<file path="config.mk">
export PLATFORM = sky130hd
export DESIGN_NAME = dcm_lock_ctrl
export DESIGN_NICKNAME = d
export VERILOG_FILES = /design/src/rtl/dcm_lock_ctrl_pkg.sv /design/src/rtl/lock_sync.sv /design/src/rtl/dcm_lock_ctrl.sv
export SDC_FILE = /design/constraint.sdc
export NUM_CORES = 1
export LEC_CHECK = 0
export CORE_MARGIN = 4
export CORE_UTILIZATION = 60
export CTS_CLUSTER_DIAMETER = 50
export CTS_CLUSTER_SIZE = 12
export DETAILED_ROUTE_END_ITERATION = 6
export MAX_ROUTING_LAYER = met4
export PLACE_DENSITY = 0.95
export SYNTH_ARGS = -nofsm -noshare
export SYNTH_HDL_FRONTEND = slang
export SYNTH_SLANG_ARGS = --single-unit
</file>
<file path="constraint.sdc">
create_clock -name CLKIN_IN -period 2.95 [get_ports CLKIN_IN]
set_input_delay 0.4425 -clock CLKIN_IN [delete_from_list [all_inputs] [get_ports CLKIN_IN]]
set_output_delay 0.4425 -clock CLKIN_IN [all_outputs]
set_load 0.005 [all_outputs]
</file>
<file path="src/rtl/dcm_lock_ctrl_pkg.sv">
// State encodings, saturation constant and elaboration helpers shared by the
// DCM lock controller.
package dcm_lock_ctrl_pkg;

    typedef enum logic [2:0] {
        ST_RESET     = 3'd0,
        ST_WAIT_LOCK = 3'd1,
        ST_STABLE    = 3'd2,
        ST_RUN       = 3'd3,
        ST_FAIL      = 3'd4
    } state_t;

    localparam logic [7:0] LOSS_CNT_SAT = 8'd255;

    function automatic int maxOf3(input int a, input int b, input int c);
        int m;
        m = (a > b) ? a : b;
        return (m > c) ? m : c;
    endfunction

endpackage

</file>
<file path="src/rtl/lock_sync.sv">
// Two-flop synchronizer for a single asynchronous status bit, with a
// synchronous active-high reset that clears both stages.
module lock_sync (
    input  logic i_clk,
    input  logic i_rst,
    input  logic i_async,
    output logic o_sync
);

    logic r_meta;
    logic r_sync;

    always_ff @(posedge i_clk) begin
        if (i_rst) begin
            r_meta <= 1'b0;
            r_sync <= 1'b0;
        end else begin
            r_meta <= i_async;
            r_sync <= r_meta;
        end
    end

    assign o_sync = r_sync;

endmodule

</file>
<file path="src/rtl/dcm_lock_ctrl.sv">
// Sequences the DCM_SP reset, waits for stable lock before releasing the
// system reset, retries on timeout or lock loss, and latches a terminal failure.
module dcm_lock_ctrl
    import dcm_lock_ctrl_pkg::*;
#(
    parameter int RST_CYCLES    = 4,
    parameter int LOCK_TIMEOUT  = 65535,
    parameter int STABLE_CYCLES = 1024,
    parameter int MAX_RETRY     = 3
) (
    input  logic       CLKIN_IN,
    input  logic       RST_IN,
    input  logic       LOCKED_IN,
    output logic       DCM_RST_OUT,
    output logic       SYS_RST_OUT,
    output logic       READY_OUT,
    output logic       FAIL_OUT,
    output logic [3:0] RETRY_CNT_OUT,
    output logic [7:0] LOSS_CNT_OUT
);

    localparam int TIMER_W = $clog2(maxOf3(RST_CYCLES, LOCK_TIMEOUT, STABLE_CYCLES) + 1);

    localparam logic [TIMER_W-1:0] RST_TERM    = TIMER_W'(RST_CYCLES - 1);
    localparam logic [TIMER_W-1:0] LOCK_TERM   = TIMER_W'(LOCK_TIMEOUT - 1);
    localparam logic [TIMER_W-1:0] STABLE_TERM = TIMER_W'(STABLE_CYCLES - 1);
    localparam logic [3:0]         RETRY_LIMIT = 4'(MAX_RETRY);

    state_t               r_state;
    state_t               w_next;
    logic                 w_failure;
    logic                 w_lk_s;
    logic [TIMER_W-1:0]   r_timer;
    logic [3:0]           r_retry;
    logic [7:0]           r_loss;

    lock_sync u_lock_sync (
        .i_clk   (CLKIN_IN),
        .i_rst   (RST_IN),
        .i_async (LOCKED_IN),
        .o_sync  (w_lk_s)
    );

    always_ff @(posedge CLKIN_IN) begin
        if (RST_IN) begin
            r_state <= ST_RESET;
        end else begin
            r_state <= w_next;
        end
    end

    // Lock beats timeout in WAIT_LOCK; loss beats terminal count in STABLE.
    always_comb begin
        w_next    = r_state;
        w_failure = 1'b0;
        case (r_state)
            ST_RESET: begin
                if (r_timer == RST_TERM) begin
                    w_next = ST_WAIT_LOCK;
                end
            end
            ST_WAIT_LOCK: begin
                if (w_lk_s) begin
                    w_next = ST_STABLE;
                end else if (r_timer == LOCK_TERM) begin
                    w_failure = 1'b1;
                end
            end
            ST_STABLE: begin
                if (!w_lk_s) begin
                    w_failure = 1'b1;
                end else if (r_timer == STABLE_TERM) begin
                    w_next = ST_RUN;
                end
            end
            ST_RUN: begin
                if (!w_lk_s) begin
                    w_next = ST_RESET;
                end
            end
            ST_FAIL: begin
                w_next = ST_FAIL;
            end
            default: begin
                w_next = ST_RESET;
            end
        endcase
        if (w_failure) begin
            w_next = (r_retry == RETRY_LIMIT) ? ST_FAIL : ST_RESET;
        end
    end

    always_comb begin
        DCM_RST_OUT = 1'b0;
        SYS_RST_OUT = 1'b1;
        READY_OUT   = 1'b0;
        FAIL_OUT    = 1'b0;
        case (r_state)
            ST_RESET: begin
                DCM_RST_OUT = 1'b1;
            end
            ST_RUN: begin
                SYS_RST_OUT = 1'b0;
                READY_OUT   = 1'b1;
            end
            ST_FAIL: begin
                DCM_RST_OUT = 1'b1;
                FAIL_OUT    = 1'b1;
            end
            default: begin
                DCM_RST_OUT = 1'b0;
            end
        endcase
    end

    // Timer is held at zero in RUN and FAIL, so it can only count toward a terminal value.
    always_ff @(posedge CLKIN_IN) begin
        if (RST_IN) begin
            r_timer <= '0;
            r_retry <= 4'd0;
            r_loss  <= 8'd0;
        end else begin
            if ((w_next != r_state) || (r_state == ST_RUN) || (r_state == ST_FAIL)) begin
                r_timer <= '0;
            end else begin
                r_timer <= r_timer + 1'b1;
            end

            if ((r_state == ST_STABLE) && (w_next == ST_RUN)) begin
                r_retry <= 4'd0;
            end else if (w_failure && (w_next == ST_RESET)) begin
                r_retry <= r_retry + 4'd1;
            end

            if ((r_state == ST_RUN) && (w_next == ST_RESET) && (r_loss != LOSS_CNT_SAT)) begin
                r_loss <= r_loss + 8'd1;
            end
        end
    end

    assign RETRY_CNT_OUT = r_retry;
    assign LOSS_CNT_OUT  = r_loss;

endmodule
</file>
==> metrics.txt <==
outcome completed; Max FO, Critical Path 8; delay-heaviest family, CP simple AND/OR/NAND/NOR gates; routed vias 1,479; net count after synthesis 200; Avg Vias per Cell 6.14; crit end category output pin; worst vdd ir 386 uV; GRT Util Overall 22.6%; Ports 19; largest net degree at the start of global routing 14; Reg clk slew, reported paths 100 ps; Layout Skew 7.99 ps; 1st-pass router iterations 4; number of nets in the layout 216; grt ovf 0; leakage 0.684 nW; Max Buffers Root-to-Sink 2; unique cell type count in the Yosys netlist 50; first-pass GRT wire length 6140 microns; vias in the first global route 1,364; CTS sink cnt 33; gpl congestion 0.924; Synth Register Bits 33; largest cells by area after synthesis dfxtp_1 (38%), xor2_1 (6.5%), a21oi_1 (3.7%); Slew HR 58.7%; Starting Density 63.1%; Die Area 3850 sq um; Clock Tree Root clkbuf_4; Detailed Place HPWL 2630 microns; Initial DRC Count 158; setup repair bufs after CTS 0; cell count after synthesis 193; Final Hold Viols 0; I/O Buffers 18; Reg area 661 sq um; Synth area leader dfxtp_1; CP Launch Type flop; critical setup path kind flop to output pin; Fill cells 206; Max Clk Rate 0.447 GHz; Final Cell Area 1980 sq um; worst setup slack after placement 723 ps; post-synth top area share 37.7%; Routed Antenna Nets 0; measured slew at the worst slew-check pin 618 ps; Layout area overhead 13.1%; DIE WIDTH 62.1 microns; initial antenna violation count 0; number of cell rows 19; final setup fails 0; slowest cell on the critical path clkdlybuf4s50_1; Crit path buffers/inverters 1; synth warn 0; # diodes 0; Mean Syn Cell Area 9.09 sq um; Final Critical Period 2240 ps; Post-DP Area 1910 sq um; crit path DAT 1800 ps; Post-Route Utilization 71.3%; PD cells 462 nW/um^2; area of the multi-input gates 1010 sq um; die height 62.1 microns; WL per Instance 15.1 microns; post-synthesis instance area 1750 sq um; Post-CTS Hold Buffers 0; HP Class flop to flop; post-CTS sizing 0; max cap viols 0; H-tree Lvls 2; WP data required 2510 ps; Core ar. 2780 sq um; total negative slack 0 ps; clk_lat worst skew 340 ps; Routed WL 3640 microns; layout cells sized above 1 10.5%; CTS tree built; crit share post-route 75.9%; Slew Limit Fails 0; number of buffers created by CTS 5; RSZ-0062 raised after global routing no; sequential share of the synthesized area 37.7%; worst setup margin 711 ps; DRC 0; Max stage delay on crit path 490 ps; cell breakdown of the critical path nor2_1 > and2_1 > clkdlybuf4s50_1
worst register-to-register path: cells and delay by family (launching register included):
family	cells	cell delay (ps)
AND/OR/NAND/NOR	1	480
buffers and inverters	1	130
AO/OA/AOI/OAI	3	1020
flip-flops	1	450
cell usage after synthesis, drive strengths merged:
master   count
a211oi       2
a21boi       5
a21oi       16
a2bb2oi      1
and2         2
and3         2
and4         7
and4b        3
and4bb       1
buf          7
clkbuf       3
dfxtp       33
ha           4
inv          5
mux2i        1
nand2        9
nand3        9
nand3b       1
nand4        9
nand4b       1
nor2        13
nor2b        2
nor3         9
nor3b        2
nor4         3
nor4b        1
nor4bb       1
o211ai       5
o21a         2
o21ai        4
o221ai       2
o31ai        1
or2          1
or3          3
or3b         1
or4          1
or4b         1
xnor2        7
xor2        13
flip-flops by register name, summed over array words and instances, names as in the netlist:
| signal | count |
|---|---|
| LOSS_CNT_OUT | 8 |
| u_lock_sync.o_sync | 1 |
| u_lock_sync.r_meta | 1 |
| RETRY_CNT_OUT | 4 |
| r_timer | 16 |
| r_state | 3 |
through the flow:
stage,total power [W],std cells,hold slack (ps)
2_1_floorplan,0.000605,193,414
3_3_place_gp,0.000631,233,432
3_5_place_dp,0.000635,233,447
4_1_cts,0.000921,241,464
5_1_grt,0.000967,241,477
6_report,0.000917,241,462
where the power goes:
group / internal [W] / total (W) / switching (W)
clock network: 0.000138 / 0.000290 / 0.000153
registers: 0.000465 / 0.000489 / 0.0000243
logic: 0.0000566 / 0.000137 / 0.0000804
total: 0.000659 / 0.000917 / 0.000257
per-layer routing:
metal  GRT usage (%)  wire (microns)
met5               -               0
met4            11.2              51
met3            7.02             205
met2            35.4            1800
met1            25.8            1580
cell families (layout without fill, tap and decap cells):
family / after synthesis / count (layout) / share of synthesized area [%]
fa+ha+maj: 4 / 4 / 2.85
buf+inv: 15 / 32 / 4.92
xor+xnor: 20 / 20 / 9.99
flops: 33 / 33 / 37.7
compound gates: 38 / 38 / 15.3
mux: 1 / 1 / 0.571
simple gates: 82 / 82 / 28.7
worst paths after layout:
kind	startpoint	to	slack, ps	cells past startpoint
setup / recovery	r_state[1]	FAIL_OUT	710	3
hold / removal	u_lock_sync.r_meta	u_lock_sync.o_sync	460	1
setup reg to reg	r_state[0]	r_timer[11]	730	5
hold reg to reg	u_lock_sync.r_meta	u_lock_sync.o_sync	460	1
layout by cell type (no fill, tap or decap), types with 2 or more instances in the layout:
master	n
a21oi_1	13
dfxtp_1	33
and4_1	6
clkbuf_8	2
xnor2_1	7
inv_1	5
nor3_1	8
o21a_1	2
nand4_1	9
and3_1	2
and4b_1	3
xor2_1	13
o211ai_2	2
a21boi_0	3
nor2b_1	2
or3_1	3
nor2_1	13
clkbuf_4	5
ha_1	4
clkdlybuf4s50_1	18
o21ai_0	3
o211ai_1	3
nor4_1	3
and2_1	2
nand2_1	9
a21oi_2	3
o221ai_1	2
nand3_1	9
layout make-up:
type | count | share of cell area (%)
tap | 31 | 1.96
sequential | 33 | 33.3
multi-input combinational | 145 | 50.8
timing repair buffer | 19 | 9.46
inverter | 5 | 0.946
clock buffer | 7 | 3.28
clock inverter | 1 | 0.252
(Power assumes the default switching activity.)
